`src/rtl/cmem_pkg.sv`:
```
// rtl/cmem_pkg.sv - shared cmem geometry defaults and controller state encoding
package cmem_pkg;

   localparam int CMEM_ADDR_W = 6;
   localparam int CMEM_DATA_W = 16;
   localparam int CMEM_NTAPS  = 1 << CMEM_ADDR_W;

   typedef enum logic {
      IDLE = 1'b0,
      READ = 1'b1
   } cmem_state_t;

endpackage

```
`src/rtl/cmem_ctrl.sv`:
```
// rtl/cmem_ctrl.sv - cmem initiator: loads a coefficient set, streams it back to the FIR MAC
// Optional CMEM_CTRL_OUTREG_EN adds an output register stage on the coef_* stream.
module cmem_ctrl
   import cmem_pkg::*;
#(
   parameter int ADDR_W = CMEM_ADDR_W,
   parameter int DATA_W = CMEM_DATA_W,
   parameter int NTAPS  = 1 << ADDR_W
) (
   input  logic              clk,
   input  logic              rst_n,
   input  logic              load_valid,
   output logic              load_ready,
   input  logic [DATA_W-1:0] load_data,
   input  logic              load_last,
   input  logic              rd_start,
   output logic              rd_busy,
   output logic              coef_valid,
   output logic [DATA_W-1:0] coef_data,
   output logic [ADDR_W-1:0] coef_idx,
   output logic              coef_last,
   output logic              mem_cen,
   output logic              mem_wen,
   output logic [ADDR_W-1:0] mem_a,
   output logic [DATA_W-1:0] mem_d,
   input  logic [DATA_W-1:0] mem_q
);

   localparam logic [ADDR_W-1:0] LAST_PTR = ADDR_W'(NTAPS - 1);
   localparam logic [ADDR_W-1:0] PTR_ONE  = ADDR_W'(1);
   localparam logic [ADDR_W:0]   CNT_ONE  = (ADDR_W+1)'(1);

   cmem_state_t       state;
   cmem_state_t       state_nxt;
   logic              ready_en;
   logic [ADDR_W-1:0] wr_ptr;
   logic [ADDR_W:0]   ncoef;
   logic [ADDR_W:0]   rd_ptr;
   logic              accept;
   logic              set_done;
   logic              rd_go;
   logic              rd_issue;
   logic              seq_done;
   logic              s1_valid;
   logic              s1_last;
   logic [ADDR_W-1:0] s1_idx;

   always_ff @(posedge clk or negedge rst_n) begin
      if (!rst_n) state <= IDLE;
      else        state <= state_nxt;
   end

   always_comb begin
      state_nxt = state;
      case (state)
         IDLE:    if (rd_go) state_nxt = READ;
         READ:    if (seq_done) state_nxt = IDLE;
         default: state_nxt = IDLE;
      endcase
   end

   // A load beat always wins over a same-cycle rd_start; partial loads block reads.
   always_comb begin
      load_ready = ready_en && (state == IDLE);
      rd_busy    = (state == READ);
      accept     = load_valid && load_ready;
      set_done   = accept && (load_last || (wr_ptr == LAST_PTR));
      rd_go      = load_ready && rd_start && !accept &&
                   (ncoef != '0) && (wr_ptr == '0);
      rd_issue   = (state == READ) && (rd_ptr < ncoef);
   end

   always_ff @(posedge clk or negedge rst_n) begin
      if (!rst_n) begin
         ready_en <= 1'b0;
         wr_ptr   <= '0;
         ncoef    <= '0;
         rd_ptr   <= '0;
         mem_cen  <= 1'b1;
         mem_wen  <= 1'b1;
         mem_a    <= '0;
         mem_d    <= '0;
      end else begin
         ready_en <= 1'b1;
         mem_cen  <= 1'b1;
         mem_wen  <= 1'b1;
         if (accept) begin
            mem_cen <= 1'b0;
            mem_wen <= 1'b0;
            mem_a   <= wr_ptr;
            mem_d   <= load_data;
            if (set_done) begin
               ncoef  <= {1'b0, wr_ptr} + CNT_ONE;
               wr_ptr <= '0;
            end else begin
               wr_ptr <= wr_ptr + PTR_ONE;
            end
         end else if (rd_go) begin
            mem_cen <= 1'b0;
            mem_a   <= '0;
            rd_ptr  <= CNT_ONE;
         end else if (rd_issue) begin
            mem_cen <= 1'b0;
            mem_a   <= rd_ptr[ADDR_W-1:0];
            rd_ptr  <= rd_ptr + CNT_ONE;
         end
      end
   end

   // A read edge is the only time cen is low with wen high; tag it one cycle later.
   always_ff @(posedge clk or negedge rst_n) begin
      if (!rst_n) begin
         s1_valid <= 1'b0;
         s1_idx   <= '0;
         s1_last  <= 1'b0;
      end else begin
         s1_valid <= !mem_cen && mem_wen;
         s1_last  <= !mem_cen && mem_wen && ({1'b0, mem_a} == (ncoef - CNT_ONE));
         if (!mem_cen && mem_wen) s1_idx <= mem_a;
      end
   end

`ifdef CMEM_CTRL_OUTREG_EN
   logic              s2_valid;
   logic              s2_last;
   logic [ADDR_W-1:0] s2_idx;
   logic [DATA_W-1:0] s2_data;

   always_ff @(posedge clk or negedge rst_n) begin
      if (!rst_n) begin
         s2_valid <= 1'b0;
         s2_last  <= 1'b0;
         s2_idx   <= '0;
         s2_data  <= '0;
      end else begin
         s2_valid <= s1_valid;
         s2_last  <= s1_last;
         s2_idx   <= s1_idx;
         if (s1_valid) s2_data <= mem_q;
      end
   end

   assign coef_valid = s2_valid;
   assign coef_data  = s2_data;
   assign coef_idx   = s2_idx;
   assign coef_last  = s2_last;
   assign seq_done   = s2_last;
`else
   assign coef_valid = s1_valid;
   assign coef_data  = s1_valid ? mem_q : '0;
   assign coef_idx   = s1_idx;
   assign coef_last  = s1_last;
   assign seq_done   = s1_last;
`endif

endmodule

```
`config.mk`:
```
export PLATFORM = sky130hd
export DESIGN_NAME = cmem_ctrl
export DESIGN_NICKNAME = d
export VERILOG_FILES = /design/src/rtl/cmem_pkg.sv /design/src/rtl/cmem_ctrl.sv
export SDC_FILE = /design/constraint.sdc
export NUM_CORES = 1
export LEC_CHECK = 0
export CAP_MARGIN = 40
export CORE_UTILIZATION = 42
export DETAILED_ROUTE_END_ITERATION = 7
export PLACE_DENSITY = 0.86
export SYNTH_ARGS = -nofsm -noshare
export SYNTH_HDL_FRONTEND = slang
export SYNTH_SLANG_ARGS = --single-unit
export TNS_END_PERCENT = 10
```
`constraint.sdc`:
```
create_clock -name clk -period 1.7 [get_ports clk]
set_input_delay 0.255 -clock clk [delete_from_list [all_inputs] [get_ports clk]]
set_output_delay 0.255 -clock clk [all_outputs]
set_load 0.1 [all_outputs]
```
==> results.ini, run 1 <==
[sta]
hold_viol=0
post-route-period-util_pct=108.8
max_freq_mhz=540.6
setup_viol_count_final=15
relSlewSlack_pct=64.57
fin_skew_ns=0.009252
fin_setup_tns_ns=-1.298
tightestPinTransition_ns=0.5315
rsz0062_at_grt=true
fin_ws_ns=-0.1497
min_period_ns=1.850
hold_slack_ns=0.4444
slew_viol_final=0

[place]
io_buffer_count=86
dp_hpwl_um=5966
preCtsSetupSlack_ns=-0.1333
place_inst=477
dpl-instance-area_mm2=0.004508
globalplace.congestion=0.9268

[drt]
ant_nets=0
wl_per_cell_um=17.36
drc_errors=0
routed_wl_um=8613
avgViaCountPerCell=5.438
wl_met2_um=4531
route.met3.wl_um=709
m1WireLength_um=3016
drt_pre_antenna_iters=4
drt_first_iter_violations=180
vias=2697
top_layer=met4

[setup_path]
critPathKind=flop to flop
crit_required_ns=1.90
crit_path_top_delay_cell=dfrtp_1
cpPeakStageDelay_ns=0.42
cp-end-kind=flop
worstPathArrival_ns=2.05
cp-start-kind=flop
crit_chain=inv_2, ha_4, nand2_1, o21ai_2, a21oi_4, buf_2, a22oi_1, o21ai_1
r2r_setup_slack_ns=-0.15
path_max_fanout=5

[power_and_ir_drop]
switchingPower_mw=0.4781
vdd.ir_drop.worst_v=0.0004932
pwr-share-clk_pct=34.0
switching_share_pct=22.36
leakagePower_nw=2.286
power_density_mw_per_mm2=440.4
sequentialPowerShare_pct=60.1
p_int_mw=1.661
combPwrFrac_pct=5.9
power_mw=2.139

[clock_network]
numCtsBuffers=5
cts_tree=built
clockBufferDepth=2
clkSlewWorstSetupHoldPaths_ns=0.10
htree_levels=2
root_buffer=clkbuf_8
worstSkewPairLatency_ns=0.31
cts_sinks=54

[synth]
ys.flop_type=dfrtp_1
synthCells=290
synth_top_area_share_pct=47.06
synth_top_area_cell=dfrtp_1
synth_area_per_cell_um2=9.535
ys_seq_area_share_pct=48.96
syn_nets=338
synthArstFlopShare_pct=100.0
yosysWarnings=0
synthTopCellsByArea=dfrtp_1 47%, nand2_1 9.8%, ha_1 5.0%
synth_edf_count=0
netlist_area_mm2=0.002765
synth_cell_types=46
synth-seq-cells=54

[hold_path]
hp-class=primary input to asynchronous set/reset pin

[global_routing]
grt-ovfl-total=0
grt_max_degree=27
grt_pass1_wl_um=13010
grt_usage_pct=23.94
antenna_found_initial=0
grt_pass1_vias=2689

[status]
status=finished, violations left
violations=setup timing

[layout]
final_common_cell=nand2_1
layout-drive-gt1-share_pct=40.81
diodes=0
nNetsFinal=466
finalNonFillerCells=496
area_delta_synth_final_pct=75.61
design_area_mm2=0.004856
post-route-util_pct=76.47
final_cell_mix=70 x nand2_1, 52 x buf_12, 50 x dfrtp_1

[die]
io_pins=87
die_w_um=83.14
core-area_mm2=0.006350
die_area_mm2=0.006912
start_util_pct=43.55
die_y_um=83.14
core.rowCount=29

[flow_run]
cap_viol_max_count=0

==> Yosys cell counts, types with 4 or more instances <==
cell type,instances
and3_1,4
mux2i_1,4
a22oi_1,5
and2_1,17
inv_1,14
o21ai_0,6
nand2_1,72
nand4_1,5
clkbuf_1,6
xor2_1,7
ha_1,11
buf_2,7
a21oi_1,8
dfrtp_1,52
xnor2_1,7
nor2_1,11
nand3_1,4
o21ai_1,8
mux2_2,7
==> power groups by stage <==
stage	clock network (mW)	logic (mW)	registers, mW
detailed placement	0	0.127	1.31
floorplan	0	0.00603	1.31
global route	0.789	0.139	1.29
finish	0.726	0.127	1.29
global placement	0	0.125	1.31
CTS	0.734	0.130	1.29
==> sequential cells by signal, indices dropped and copies added, names as in the netlist <==
name and count:
mem_d 16, mem_cen 1, ready_en 1, ncoef 7, mem_wen 1, mem_a 6, rd_busy 1, coef_idx 6
rd_ptr 7, coef_last 1, wr_ptr 6, coef_valid 1
==> cell type report <==
| class | count | area (um^2) |
|---|---|---|
| Multi-Input combinational cell | 207 | 1478 |
| Sequential cell | 54 | 1359 |
| Clock inverter | 3 | 21.27 |
| Clock buffer | 5 | 68.82 |
| Fill cell | 374 | 1494 |
| Timing Repair Buffer | 135 | 1772 |
| Inverter | 15 | 61.31 |
| Tap cell | 77 | 96.34 |
==> worst paths after layout <==
path | to | cells past startpoint | from
max | mem_a[1] | 8 | ncoef[2]
min | ncoef[5] | 2 | rst_n
max reg2reg | mem_a[1] | 8 | ncoef[2]
min reg2reg | mem_d[3] | 2 | mem_d[3]
max in group asynchronous | mem_wen | 3 | rst_n
min in group clk | mem_d[5] | 3 | load_data[5]
==> layer usage <==
| layer | vias up | global-route usage (%) |
|---|---|---|
| met5 | - | 0 |
| met4 | 0 | 12.38 |
| met3 | 32 | 5.865 |
| met2 | 166 | 43.44 |
| met1 | 1283 | 25.59 |
| li1 | 1216 | - |
==> cell families after synthesis <==
group           share of synthesized area [%]
fa+ha+maj                               4.977
flops                                   48.96
other cells                            0.1356
compound gates                          10.00
mux                                     4.299
xor+xnor                                4.434
simple gates                            22.40
buf+inv                                 4.796
==> worst max-delay path: cells and delay by family, from the launching register on <==
kind            cells  cell delay, ns
compound gates      4            0.71
flops               1            0.42
fa+ha+maj           1            0.28
buf+inv             2            0.26
simple gates        1            0.07
==> repair_timing <==
action	4_1_cts	5_1_grt
resized for setup	18	24
hold buffers	1	0
pin swaps	6	12
endpoints found under the setup margin	20	38
endpoints found under the hold margin	20	0
buffers inserted	4	5
cloned	1	1
Note: power is estimated with default switching activity, not from simulation.
==> run 2, diff against run 1 <==
CORE_ASPECT_RATIO = 1.75   (was default)
SETUP_SLACK_MARGIN = 0.3   (was default)
==> results.ini, run 2 (synthesis gave the netlist of run 1 again) <==
[status]
status=finished, violations left
violations=setup timing

[layout]
finalNonFillerCells=500
register_area_mm2=0.001358
area_delta_synth_final_pct=80.18
multiInputGateArea_mm2=0.001578
nNetsFinal=468
largestRegisters=mem_d (16), ncoef (7), rd_ptr (7)
design_area_mm2=0.004982
layout-drive-gt1-share_pct=43.33
fillers=346
largest_reg_flops=16
top_register=mem_d
diodes=0
final_cell_mix=70 x nand2_1, 53 x buf_12, 51 x dfrtp_1
final_common_cell=nand2_1

[setup_path]
path_max_fanout=6
cp-start-kind=flop
critPathKind=flop to flop
crit_required_ns=1.91
worstPathArrival_ns=2.22
cp-end-kind=flop

[place]
dpl-instance-area_mm2=0.004507
io_buffer_count=86
place_inst=481
globalplace.congestion=0.9771
dp_hpwl_um=6158

[sta]
fin_ws_ns=-0.3061
post-route-period-util_pct=118.0
hold_viol=0
min_period_ns=2.006
tightestPinTransition_ns=0.5241
setup_viol_count_final=15
max_freq_mhz=498.5
relSlewSlack_pct=65.06
fin_skew_ns=0.006055
slew_viol_final=0
rsz0062_at_grt=true

[global_routing]
grt_pass1_vias=2808
grt-ovfl-total=0
grt_usage_pct=26.15
grt_pass1_wl_um=13660
antenna_found_initial=0
grt_max_degree=36

[clock_network]
root_buffer=clkbuf_8
worstSkewPairLatency_ns=0.31
numCtsBuffers=5
clkSlewWorstSetupHoldPaths_ns=0.09
clockBufferDepth=2
cts_sinks=54
cts_tree=built
htree_levels=2

[power_and_ir_drop]
leakagePower_nw=2.308
vdd.ir_drop.worst_v=0.0005663
power_density_mw_per_mm2=422.2

[drt]
vias=2730
drt_pre_antenna_iters=4
wl_per_cell_um=19.07
routed_wl_um=9536
drc_errors=0
ant_nets=0
drt_first_iter_violations=107
avgViaCountPerCell=5.460

[hold_path]
hp-class=primary input to asynchronous set/reset pin

[die]
io_pins=87
core-area_mm2=0.006276
die_y_um=109.3
die_w_um=63.34
die_area_mm2=0.006925
core.rowCount=38
start_util_pct=44.06

[flow_run]
cap_viol_max_count=0

## run 2: timing repair
| action | in CTS | in global routing |
|---|---|---|
| pin swaps | 10 | 20 |
| endpoints found under the setup margin | 64 | 61 |
| endpoints found under the hold margin | 19 | 0 |
| gates resized for setup | 22 | 43 |
| hold buffers | 1 | 0 |
| cloned | 1 | 0 |
| buffers inserted | 4 | 6 |
## run 2: power by group
group          switching (mW)  internal (mW)
sequential           0.000427           1.28
combinational          0.0431         0.0840
clock                   0.406          0.285
## run 2: area by class of cell
class | count | share of cell area (%)
clock buffer | 7 | 1.532
inverter | 15 | 1.231
multi-input combinational | 206 | 31.67
sequential | 54 | 27.25
tap | 80 | 2.009
timing repair buffer | 138 | 36.31
## run 2: routing by layer
| layer | global-route usage (%) | up-vias | share of wire, % | routed length [um] |
|---|---|---|---|---|
| li1 | - | 1222 | - | - |
| met1 | 24.66 | 1321 | 32 | 3027 |
| met2 | 51.44 | 140 | 57 | 5418 |
| met3 | 4.668 | 47 | 5.2 | 497 |
| met4 | 14.77 | 0 | 6.2 | 593 |
| met5 | 0 | - | 0 | 0 |
## run 2: final timing paths
path	startpoint	endpoint	slack, ns	cells past startpoint
setup / recovery	ncoef[4]	rd_ptr[3]	-0.31	8
hold / removal	rst_n	ncoef[6]	0.45	2
setup reg to reg	ncoef[4]	rd_ptr[3]	-0.31	8
hold reg to reg	mem_d[7]	mem_d[7]	0.54	2
max in group asynchronous	rst_n	mem_wen	0.62	3
min in group clk	load_data[6]	mem_d[6]	0.46	3
## run 2: worst max-delay path: stages, from the launching register on
cell and delay [ns]:
dfrtp_1 0.42, inv_2 0.11, ha_4 0.23, a21oi_4 0.19, o2111ai_4 0.17, a21oi_4 0.20, buf_6 0.16, nand4_1 0.16
mux2i_1 0.28
## run 2: per-stage QoR
stage	utilization, %	setup TNS [ns]	hold slack [ns]	setup WS [ns]	total power [mW]
global route	79.39	-3.057	0.4776	-0.3660	2.164
finish	79.39	-2.604	0.4491	-0.3061	2.104
detailed placement	71.81	-1.673	0.2561	-0.1685	1.436
global placement	71.81	-0.6316	0.2532	-0.07212	1.433
floorplan	-	-15.40	-0.04059	-0.3222	1.317
CTS	75.28	-0.8081	0.4622	-0.1131	2.111
==> run 3, diff against run 2 <==
ABC_CLOCK_PERIOD_IN_PS = 1700   (was default)
CORE_UTILIZATION = 40   (was 42)
PLACE_DENSITY = 0.83   (was 0.86)
==> results.ini, run 3 (synthesis gave the netlist of run 1 again) <==
[sta]
post-route-period-util_pct=107.1
max_freq_mhz=549.4
slew_viol_final=0
setup_viol_count_final=11
hold_viol=0
min_period_ns=1.820
fin_skew_ns=0.007826
fin_ws_ns=-0.1201
rsz0062_at_grt=true

[global_routing]
grt_max_degree=55
antenna_found_initial=0
grt-ovfl-total=0
grt_usage_pct=27.04
grt_pass1_wl_um=14590
grt_pass1_vias=2909

[die]
start_util_pct=41.98
io_pins=87
die_w_um=64.85
die_area_mm2=0.007263
die_y_um=112.0
core.rowCount=39
core-area_mm2=0.006588

[clock_network]
cts_sinks=54
numCtsBuffers=5
worstSkewPairLatency_ns=0.30
root_buffer=clkbuf_16
clkSlewWorstSetupHoldPaths_ns=0.07
cts_tree=built
htree_levels=2
clockBufferDepth=2

[layout]
layout-drive-gt1-share_pct=44.73
top_register=mem_d
largest_reg_flops=16
area_delta_synth_final_pct=85.16
final_cell_mix=68 x nand2_1, 51 x buf_12, 50 x dfrtp_1
post-route-util_pct=77.72
largestRegisters=mem_d (16), ncoef (7), rd_ptr (7)
final_common_cell=nand2_1
nNetsFinal=474
diodes=0

[status]
violations=setup timing
status=finished, violations left

[drt]
drt_first_iter_violations=185
wl_per_cell_um=19.45
ant_nets=0
routed_wl_um=9901
drt_pre_antenna_iters=4
vias=2735
drc_errors=0
avgViaCountPerCell=5.373

[place]
dp_hpwl_um=6080
globalplace.congestion=0.8953
preCtsSetupSlack_ns=-0.2036
io_buffer_count=86

[hold_path]
hp-class=primary input to asynchronous set/reset pin

[flow_run]
cap_viol_max_count=0

[setup_path]
worstPathArrival_ns=2.04
crit_path_top_delay_cell=dfrtp_1
crit_required_ns=1.92
path_max_fanout=6
crit_chain=inv_2, ha_4, a21oi_2, o21ai_4, a21oi_4, buf_6, nand4_1, mux2i_1
critPathKind=flop to flop
cp-start-kind=flop
cpPeakStageDelay_ns=0.42
cp-end-kind=flop

[power_and_ir_drop]
leakagePower_nw=2.381
power_density_mw_per_mm2=514.7
vdd.ir_drop.worst_v=0.0008031

run 3: final cells by class:
cell class,count,area [um^2]
sequential,54,1361
timing repair buffer,143,1822
clock inverter,2,38.79
tap,82,102.6
multi-input combinational,207,1595
clock buffer,6,138.9
inverter,15,61.31
fill,368,1468
run 3: metrics by stage:
stage          TNS (ns)  total power, mW  instances  cell area, um^2  hold WS, ns
6_report        -0.7305            2.635        509             5120       0.4762
5_1_grt          -1.725            2.715        509             5120       0.4953
4_1_cts               0            2.646        506             4907       0.4848
3_5_place_dp     -1.643            1.436        486             4519       0.2700
3_3_place_gp     -1.171            1.433        486             4519       0.2695
2_1_floorplan    -15.40            1.317        290             2829     -0.04059
run 3: power by group:
part	internal (mW)	total (mW)	switching, mW
registers	1.28	1.29	0.000358
clock network	0.741	1.22	0.477
logic	0.0858	0.132	0.0466
run 3: repair_timing:
action | in CTS | in global routing
pin swaps | 15 | 28
hold buffers | 1 | 0
endpoints found under the hold margin | 52 | 0
cloned | 2 | 0
setup buffers | 9 | 3
resized for setup | 28 | 50
endpoints found under the setup margin | 63 | 64
run 3: worst max-delay path: cells and delay by family (launching register included):
family                     cells  cell delay (ns)
and+or+nand+nor                1             0.12
adders and majority gates      1             0.21
DFF                            1             0.42
buffers and inverters          2             0.26
muxes                          1             0.20
AOI/OAI and AO/OA              3             0.52
run 3: path summary, 6_finish.rpt:
path / from / to / slack, ns / depth (start not counted)
min: rst_n / ncoef[6] / 0.48 / 3
max: ncoef[2] / rd_ptr[4] / -0.12 / 8
max reg2reg: ncoef[2] / rd_ptr[4] / -0.12 / 8
min reg2reg: coef_last / rd_busy / 0.52 / 1
max in group asynchronous: rst_n / mem_wen / 0.91 / 3
min in group clk: load_data[6] / mem_d[6] / 0.48 / 3
run 3: per-layer routing:
layer,vias up,part of all wire [%],track usage (%)
met4,0,5.0,14.96
met1,1313,32,27.81
met2,151,57,48.61
met3,42,6.2,6.148
li1,1229,-,-
met5,-,0,0
